**src/rtl/cpu_pkg.sv**
```systemverilog
// Shared encodings for the fetch front end: next-PC select codes, PC sequencer states
// and default reset/exception addresses.
package cpu_pkg;

    typedef enum logic [2:0] {
        NPC_SEQ    = 3'd0,
        NPC_BRANCH = 3'd1,
        NPC_JUMP   = 3'd2,
        NPC_JR     = 3'd3,
        NPC_EXC    = 3'd4,
        NPC_ERET   = 3'd5
    } npc_sel_t;

    typedef enum logic [1:0] {
        BOOT = 2'd0,
        RUN  = 2'd1,
        HOLD = 2'd2
    } pc_state_t;

    localparam logic [31:0] RESET_PC_DEF   = 32'h0040_0000;
    localparam logic [31:0] EXC_VECTOR_DEF = 32'h0040_0004;

endpackage

```
**src/rtl/pc_next_reg_npc_mux.sv**
```systemverilog
// Combinational next-PC target selection, branch adder and jr/eret alignment check.
// PC_EXC_EN enables exc/eret selects and trap-on-misalign; otherwise targets are force-aligned.
module npc_mux
    import cpu_pkg::*;
#(
    parameter logic [31:0] EXC_VECTOR = EXC_VECTOR_DEF
) (
    input  logic [31:0] pc,
    input  logic [2:0]  npc_sel,
    input  logic        branch_taken,
    input  logic [15:0] imm16,
    input  logic [31:0] jump_target,
    input  logic [31:0] rs_data,
    input  logic [31:0] epc,
    output logic [31:0] pc_plus4,
    output logic [31:0] target,
    output logic        redirect,
    output logic        is_exc,
    output logic        misalign
);

    logic [31:0] br_off;
    logic [31:0] raw_target;
    logic        chk_align;
    logic        raw_misalign;

    assign pc_plus4 = pc + 32'd4;
    assign br_off   = {{14{imm16[15]}}, imm16, 2'b00};

    always_comb begin
        raw_target = pc_plus4;
        redirect   = 1'b0;
        chk_align  = 1'b0;
        case (npc_sel_t'(npc_sel))
            NPC_BRANCH: begin
                // An untaken branch is an ordinary sequential step, not a redirect.
                if (branch_taken) begin
                    raw_target = pc_plus4 + br_off;
                    redirect   = 1'b1;
                end
            end
            NPC_JUMP: begin
                raw_target = jump_target;
                redirect   = 1'b1;
            end
            NPC_JR: begin
                raw_target = rs_data;
                redirect   = 1'b1;
                chk_align  = 1'b1;
            end
`ifdef PC_EXC_EN
            NPC_EXC: begin
                raw_target = EXC_VECTOR;
                redirect   = 1'b1;
            end
            NPC_ERET: begin
                raw_target = epc;
                redirect   = 1'b1;
                chk_align  = 1'b1;
            end
`endif
            default: ;
        endcase
    end

    assign raw_misalign = chk_align && (raw_target[1:0] != 2'b00);

`ifdef PC_EXC_EN
    assign target   = raw_misalign ? EXC_VECTOR : raw_target;
    assign misalign = raw_misalign;
    assign is_exc   = (npc_sel == NPC_EXC);
`else
    logic unused_ok;
    assign unused_ok = ^{epc, raw_misalign, EXC_VECTOR};
    assign target    = {raw_target[31:2], 2'b00};
    assign misalign  = 1'b0;
    assign is_exc    = 1'b0;
`endif

endmodule

```
**src/rtl/pc_next_reg.sv**
```systemverilog
// Architectural PC register with BOOT/RUN/HOLD sequencing and a one-entry redirect buffer
// for redirects arriving under stall. PC_EXC_EN enables exception/ERET targets.
module pc_next_reg
    import cpu_pkg::*;
#(
    parameter logic [31:0] RESET_PC   = RESET_PC_DEF,
    parameter logic [31:0] EXC_VECTOR = EXC_VECTOR_DEF
) (
    input  logic        clk,
    input  logic        rst_n,
    input  logic        stall,
    input  logic [2:0]  npc_sel,
    input  logic        branch_taken,
    input  logic [15:0] imm16,
    input  logic [31:0] jump_target,
    input  logic [31:0] rs_data,
    input  logic [31:0] epc,
    output logic [31:0] pc,
    output logic [31:0] pc_plus4,
    output logic [3:0]  pc_hi,
    output logic        fetch_valid,
    output logic        redirect_pending,
    output logic        misalign_err
);

    pc_state_t   state_q, state_d;
    logic [31:0] pc_q, pc_d;
    logic [31:0] pend_q, pend_d;
    logic        pend_mis_q, pend_mis_d;
    logic        mis_q, mis_d;

    logic [31:0] target;
    logic        redirect;
    logic        is_exc;
    logic        misalign;

    npc_mux #(
        .EXC_VECTOR (EXC_VECTOR)
    ) u_npc_mux (
        .pc           (pc_q),
        .npc_sel      (npc_sel),
        .branch_taken (branch_taken),
        .imm16        (imm16),
        .jump_target  (jump_target),
        .rs_data      (rs_data),
        .epc          (epc),
        .pc_plus4     (pc_plus4),
        .target       (target),
        .redirect     (redirect),
        .is_exc       (is_exc),
        .misalign     (misalign)
    );

    always_comb begin
        state_d    = state_q;
        pc_d       = pc_q;
        pend_d     = pend_q;
        pend_mis_d = pend_mis_q;
        mis_d      = 1'b0;
        case (state_q)
            BOOT: begin
                pc_d    = RESET_PC;
                state_d = RUN;
            end
            RUN: begin
                if (!stall) begin
                    pc_d  = target;
                    mis_d = misalign;
                end else if (redirect) begin
                    pend_d     = target;
                    pend_mis_d = misalign;
                    state_d    = HOLD;
                end
            end
            HOLD: begin
                // First redirect wins, except that an exception always takes over the slot.
                if (!stall) begin
                    pc_d    = pend_q;
                    mis_d   = pend_mis_q;
                    state_d = RUN;
                end else if (is_exc) begin
                    pend_d     = EXC_VECTOR;
                    pend_mis_d = 1'b0;
                end
            end
            default: state_d = BOOT;
        endcase
    end

    always_ff @(posedge clk) begin
        if (!rst_n) begin
            state_q    <= BOOT;
            pc_q       <= RESET_PC;
            pend_q     <= 32'd0;
            pend_mis_q <= 1'b0;
            mis_q      <= 1'b0;
        end else begin
            state_q    <= state_d;
            pc_q       <= pc_d;
            pend_q     <= pend_d;
            pend_mis_q <= pend_mis_d;
            mis_q      <= mis_d;
        end
    end

    assign pc               = pc_q;
    assign pc_hi            = pc_q[31:28];
    assign fetch_valid      = (state_q == RUN);
    assign redirect_pending = (state_q == HOLD);
    assign misalign_err     = mis_q;

endmodule

```
**config.mk**
```make
export PLATFORM = sky130hd
export DESIGN_NAME = pc_next_reg
export DESIGN_NICKNAME = d
export VERILOG_FILES = /design/src/rtl/cpu_pkg.sv /design/src/rtl/pc_next_reg_npc_mux.sv /design/src/rtl/pc_next_reg.sv
export SDC_FILE = /design/constraint.sdc
export NUM_CORES = 1
export LEC_CHECK = 0
export ABC_AREA = 1
export ABC_CLOCK_PERIOD_IN_PS = 4000
export CAP_MARGIN = 30
export CELL_PAD_IN_SITES_DETAIL_PLACEMENT = 0
export CELL_PAD_IN_SITES_GLOBAL_PLACEMENT = 2
export CORE_ASPECT_RATIO = 1.75
export CORE_MARGIN = 3
export CORE_UTILIZATION = 25
export DETAILED_ROUTE_END_ITERATION = 10
export PLACE_DENSITY = 0.88
export SYNTH_ARGS = -nofsm -noshare
export SYNTH_HDL_FRONTEND = slang
export SYNTH_HIERARCHICAL = 1
export SYNTH_SLANG_ARGS = --single-unit
export TNS_END_PERCENT = 30
```
**constraint.sdc**
```tcl
create_clock -name clk -period 4 [get_ports clk]
set_input_delay 0.6 -clock clk [delete_from_list [all_inputs] [get_ports clk]]
set_output_delay 0.6 -clock clk [all_outputs]
set_load 0.02 [all_outputs]
```
Word level (Yosys, flattened, before mapping)
Cells that the tools add are included.
- register bits: 64
- latch bits: 0
- bits in writable memories: 0
- ROM bits: 0
- input bits: 119
- output and inout bits: 71
- logic and storage cells: 31
- memories kept: 0
- $add $sub $neg: 2
- multipliers: 0
- div/mod/pow operators: 0
- $lt $le $gt $ge: 0
- eq/ne operators: 9
- shift-type cells: 0
- multiplexer cells: 11
- bitwise gates (word level): 0
- reduce and logical (&&, ||, !) cells: 6
- operators with widths (operator ; number):
    32-bit case mux with 3 select lines ; 2
    32-bit two-way mux ; 3
    32-bit by 3-bit adder with 32-bit output (second input constant) ; 1
    32-bit adder ; 1
    3-bit AND reduction ; 3
    3-bit by 2-bit equality test with 1-bit output (second input constant) ; 2
    2-bit two-way mux ; 3
    2-bit inequality test (second input constant) ; 3
    2-bit case mux with 3 select lines ; 1
    3-bit by 1-bit equality test with 1-bit output (second input constant) ; 1
    3-bit nonzero test ; 1
    2-bit by 1-bit equality test with 1-bit output (second input constant) ; 1
    2-bit equality test (second input constant) ; 1
    2-bit logical NOT ; 1
    2-bit by 1-bit inequality test with 1-bit output (second input constant) ; 1
    1-bit case mux with 2 select lines ; 1
    2-bit OR reduction ; 1
    1-bit two-way mux ; 1

Logic depth before layout (Yosys ltp)
- depth after elaboration: 6
- depth in mapped cells: 29
- mapped depth without buffers: 29

Hierarchy
Netlist, hierarchy kept.
- modules (own cells, without submodules) (module ; instances ; cells each ; area an instance (µm²) ; sequential area each (µm²)):
    npc_mux ; 1 ; 821 ; 4121.5 ; 0.0
    pc_next_reg ; 1 ; 487 ; 3253.1 ; 1361.3

Least setup slack after synthesis
No wires, ideal clock.
- path type: reg2reg
- start: register pc_q[10] (netlist: pc[10])
- end: register pc_q[29] (netlist: pc[29])
- library setup time: 115 ps
- data arrival time: 3038 ps
- data required time: 3885 ps
- slack: 846 ps
- stages on the path, launching flop included: 23
- path buffers: 0
- clock period less this slack: 3154 ps
- cell sequence: dfxtp_1 > nand2_1 > nor2_2 > nand2_1 > nor3_1 > nand2_1 > xor2_1 > ha_1 > nand2_1 > nand2_1 > o21bai_1 > nand2_1 > nand2_1 > a21oi_1 > nand2_1 > nand2_1 > nand3_1 > nand2_1 > nand3_1 > nand2_1 > a21oi_1 > o22ai_1 > inv_1
- longest elaborated chain between the ends: 6
- ends and longest elaborated chain (what ; line ; text):
    start: declaration ; pc_next_reg.sv:27 ; logic [31:0] pc_q, pc_d;
    start signal: assignment ; pc_next_reg.sv:99 ; pc_q <= pc_d;
    32-bit by 3-bit adder with 32-bit output ; pc_next_reg_npc_mux.sv:27 ; assign pc_plus4 = pc + 32'd4;
    via pc_plus4[24] ; pc_next_reg.sv:19 ; output logic [31:0] pc_plus4,
    32-bit adder ; pc_next_reg_npc_mux.sv:38 ; raw_target = pc_plus4 + br_off;
    32-bit two-way mux ; pc_next_reg_npc_mux.sv:37 ; if (branch_taken) begin
    32-bit case mux with 3 select lines ; pc_next_reg_npc_mux.sv:34 ; case (npc_sel_t'(npc_sel))
    via target[29] ; pc_next_reg.sv:32 ; logic [31:0] target;
    32-bit two-way mux ; pc_next_reg.sv:66 ; if (!stall) begin
    32-bit case mux with 3 select lines ; pc_next_reg.sv:60 ; case (state_q)
The timed path passes the listed nets, and every way through them passes these cells. The select of a mux whose other input is x is not followed.
A chain may end at the register's enable or synchronous reset.

Worst setup path after layout
- start: register pc_q[3] (netlist: pc[3])
- end: register pc_q[21] (netlist: pc[21])
- longest elaborated chain between the ends: 6
- ends and longest elaborated chain (what ; line):
    32-bit by 3-bit adder with 32-bit output (*) ; pc_next_reg_npc_mux.sv:27
    32-bit adder ; pc_next_reg_npc_mux.sv:38
    32-bit two-way mux ; pc_next_reg_npc_mux.sv:37
    32-bit case mux with 3 select lines (*) ; pc_next_reg_npc_mux.sv:34
    via target[21] ; pc_next_reg.sv:32
    32-bit two-way mux (*) ; pc_next_reg.sv:66
    32-bit case mux with 3 select lines (*) ; pc_next_reg.sv:60
Mark *: on every way through the listed nets, which the timed path passes. The rest lies on a longest branch. The select of a mux whose other input is x is not followed.

==> impl_metrics.csv <==
group,metric,value,unit
outcome,status,"finished clean",
sta,clock_skew,0.00553,ns
cells_and_area,finish.instance_area,0.00961,mm^2
floorplan,initial_core_util,25.6,%
clock_tree,clkSinkCount,68,
global_route,antenna_found_initial,0,
clock_tree,cts_made_buffers,9,
hold_path,hold_path_class,"register to register",
clock_tree,post_cts_buffers,0,
setup_path,reg2reg_depth,20,
setup_path,regToRegStartpoint,"pc[3]$_SDFFE_PN0P_",
clock_tree,post_cts_resize_count,0,
synthesis,synth_top_area_share,23.1,%
setup_path,path_cells,"ha_2 > nand2_1 > nor2_1 > nand2_1 > xor2_1 > inv_1 > ha_1 > nand2_1 > nor2_1 > nand3_1 > nand3b_1 > nand2_1 > nand3_1 > nand3_1 > nand2_1 > nand3_1 > nand2_1 > a21oi_1 > o22ai_1 > inv_1",
placement,post-place-cells,1817,
setup_path,timing.critical_path.slowest_cell_delay,0.42,ns
clock_tree,clk_pin_slew_worst_paths,0.06,ns
clock_tree,worstSkewPairLatency,0.34,ns
job,drv_cap,0,
sta,rsz0062_at_grt,"no",
floorplan,die_y,233,um
synthesis,synth_top_family_by_area,"simple AND/OR/NAND/NOR gates",
setup_path,critPathTopFamily,"simple AND/OR/NAND/NOR gates",
hold_path,hold_end,"pend_q[20]$_SDFFE_PN0P_",
synthesis,synth_edf_count,0,
synthesis,synth-compound-area-share,13.5,%
detailed_routing,drt_iter0_drc,537,
power,power_density,658,mW/mm^2
power,leakage,4.77,nW
sta,tightest_slew,0.944,ns
detailed_routing,routed_wirelength,29.8,mm
setup_path,cp_data_arrival_time,3.85,ns
hold_path,whs_path_depth,2,
synthesis,yosys.area_share.adder,7.06,%
global_route,grt_usage,18.6,%
clock_tree,cts_tree,"built",
sta,fmax,276,MHz
synthesis,yosysUniqueCellTypes,47,
synthesis,yosysWarnings,6,
placement,io_buffers,153,
synthesis,synth_seq_cells,68,
cells_and_area,syn2layout_area_growth,30.3,%
floorplan,boundaryPins,190,
cells_and_area,fin_nets,1610,
floorplan,die_width,136,um
placement,post-dp-hpwl,25.0,mm
sta,timing.setup.tns,0,ns
synthesis,async_flop_share,0,%
setup_path,end_kind,"register",
synthesis,synth.yosys.seq_area_share,18.5,%
setup_path,path_common_cell,"nand2_1",
detailed_routing,first_pass_iters,5,
sta,finalHoldViolCount,0,
detailed_routing,vias_per_cell,4.51,
sta,setup-violations-final,0,
setup_path,critPathSlowestCell,"dfxtp_1",
synthesis,syn-cell-area,0.00737,mm^2
detailed_routing,dr_total_vias,8273,
global_route,grt_overflow_total,0,
global_route,grt_max_degree,49,
hold_path,worstHoldStart,"pend_q[20]$_SDFFE_PN0P_",
synthesis,synthMuxAreaShare,0,%
synthesis,avgSynthCellArea,5.64,um^2
global_route,grt_pass1_wl,45.0,mm
placement,place.gp.congestion,0.863,
placement,pre_cts_ws,0.296,ns
synthesis,yosys.area.top_type,"nand2_1",
setup_path,r2r_slack,0.37,ns
clock_tree,ctsHoldBuffers,0,
detailed_routing,drcViolationCount,0,
setup_path,cp_data_required_time,4.23,ns
floorplan,die-area,0.0317,mm^2
cells_and_area,layoutNonFillerInstCount,1833,
cells_and_area,n_antenna_cell,0,
cells_and_area,drive_gt1_share,7.22,%
synthesis,synthSimpleGateAreaFrac,43.2,%
synthesis,synth_ff_type,"dfxtp_1",
setup_path,worstSetupPathType,"register to register",
clock_tree,clockBufferDepth,2,
setup_path,rr_endpoint,"pc[21]$_SDFFE_PN0P_",
floorplan,core,0.0288,mm^2
synthesis,synth-xor-area-share,3.78,%
sta,max_slew_margin,36.9,%
global_route,grt_pass1_vias,8100,
detailed_routing,antenna_left,0,
synthesis,ys_top_cells_by_area,"nand2_1, dfxtp_1, inv_1",
placement,placed_area,0.00931,mm^2
detailed_routing,drt-wirelength-per-cell,16.3,um
sta,period_minus_slack,3.63,ns
setup_path,start_kind,"register",
synthesis,synthesis.instances,1308,
sta,finalMaxSlewViolations,0,
clock_tree,htree_levels,3,
floorplan,std_cell_rows,82,
sta,finalWorstSetupSlack,0.372,ns
setup_path,path_buf_inv,2,
setup_path,cp_max_fo,5,
clock_tree,cts_root_buffer,"clkbuf_16",
sta,post-route-period-util,90.7,%
power,ir_drop,261,uV
==> cells in the final DEF (no fill, tap or decap), types with 6 or more instances in the layout <==
| cell type | netlist | layout |
|---|---|---|
| nor2_1 | 138 | 133 |
| buf_4 | 14 | 27 |
| nand4_1 | 9 | 9 |
| nor3_1 | 8 | 8 |
| nor2_2 | 10 | 14 |
| inv_1 | 182 | 182 |
| o22ai_1 | 23 | 23 |
| inv_2 | 8 | 8 |
| dfxtp_1 | 68 | 64 |
| nand2_1 | 453 | 452 |
| o21ai_0 | 32 | 32 |
| nand2_2 | 13 | 14 |
| nand3_1 | 103 | 103 |
| ha_1 | 40 | 37 |
| o211ai_1 | 7 | 7 |
| clkdlybuf4s50_1 | 0 | 153 |
| o21ai_1 | 7 | 7 |
| nor2_4 | 5 | 6 |
| clkbuf_16 | 0 | 9 |
| a21oi_1 | 54 | 53 |
| a22oi_1 | 22 | 22 |
| xnor2_1 | 10 | 10 |
| xor2_1 | 20 | 20 |
| o21bai_1 | 14 | 14 |
==> synthesized netlist by cell type, types with 4 or more instances <==
library cell and n:
dfxtp_1 68, a22oi_1 22, ha_1 40, o21bai_1 14, nor2_4 5, o21ai_0 32, nor2_2 10, o211ai_1 7
xor2_1 20, nand3_1 103, buf_4 14, nor2_1 138, clkbuf_1 14, buf_2 18, o22ai_1 23, a21oi_1 54
inv_1 182, buf_6 5, xnor2_1 10, nand4_1 9, inv_2 8, o21ai_1 7, nand2_1 453, nand3_2 4
nor3_1 8, nand2_2 13
==> cells by family (layout without fill, tap and decap cells) <==
kind of cell,Yosys count,after routing
AND/OR/NAND/NOR,757,757
flip-flops,68,68
other,1,4
XOR/XNOR,31,31
buffers and inverters,243,387
adder cells (fa/ha/maj),41,41
AO/OA/AOI/OAI,167,167
==> metrics by stage <==
stage                     total power [W]  utilization (%)  hold slack [ns]
after floorplan                   0.00408                -            0.454
after global placement            0.00557             32.3            0.464
final                             0.00632             33.3            0.480
after CTS                         0.00637             33.2            0.484
after detailed placement          0.00560             32.3            0.471
after global routing              0.00691             33.3            0.503
==> tightest hold or removal path: stages (launching register included) <==
cell	delay, ns
dfxtp_1	0.32
nor2_1	0.05
nor2_1	0.08
==> final cells by class <==
| cell class | instances | area (um^2) |
|---|---|---|
| Clock buffer | 12 | 246 |
| Inverter | 190 | 713 |
| Multi-Input combinational cell | 1000 | 5030 |
| Tap cell | 378 | 473 |
| Sequential cell | 68 | 1370 |
| Clock inverter | 4 | 25.0 |
| Timing Repair Buffer | 181 | 1750 |
| Fill cell | 3233 | 19200 |
==> layer usage <==
layer  GRT usage (%)  wire, um  vias to the layer above
li1                -         -                     4383
met1            18.9     10900                     3667
met2            36.5     16500                      167
met3            2.13      1010                       56
met4            9.36      1400                        0
met5               0         0                        -
==> flip-flops by register name (all words and copies together) (netlist names) <==
register and cells:
pc 32, pend_q 32, state_q 2, misalign_err 1, pend_mis_q 1
==> worst max path at each step <==
stage | cells past startpoint | to | slack, ns | startpoint
after floorplan | 22 | pc[29]$_SDFFE_PN0P_ | 0.85 | pc[10]$_SDFFE_PN0P_
after global placement | 20 | pc[21]$_SDFFE_PN0P_ | 0.33 | pc[2]$_SDFFE_PN0P_
after detailed placement | 20 | pc[21]$_SDFFE_PN0P_ | 0.30 | pc[2]$_SDFFE_PN0P_
after CTS | 20 | pc[21]$_SDFFE_PN0P_ | 0.28 | pc[2]$_SDFFE_PN0P_
after global routing | 23 | pc[27]$_SDFFE_PN0P_ | 0.006 | pc[3]$_SDFFE_PN0P_
final | 20 | pc[21]$_SDFFE_PN0P_ | 0.37 | pc[3]$_SDFFE_PN0P_
==> where the power goes <==
part | switching, W | leakage (nW) | internal [W]
combinational | 0.00269 | 4.08 | 0.00158
clock | 0.000305 | 0.129 | 0.000434
sequential | 0.000313 | 0.560 | 0.000988
No activity file was read; power rests on OpenSTA's default activity.
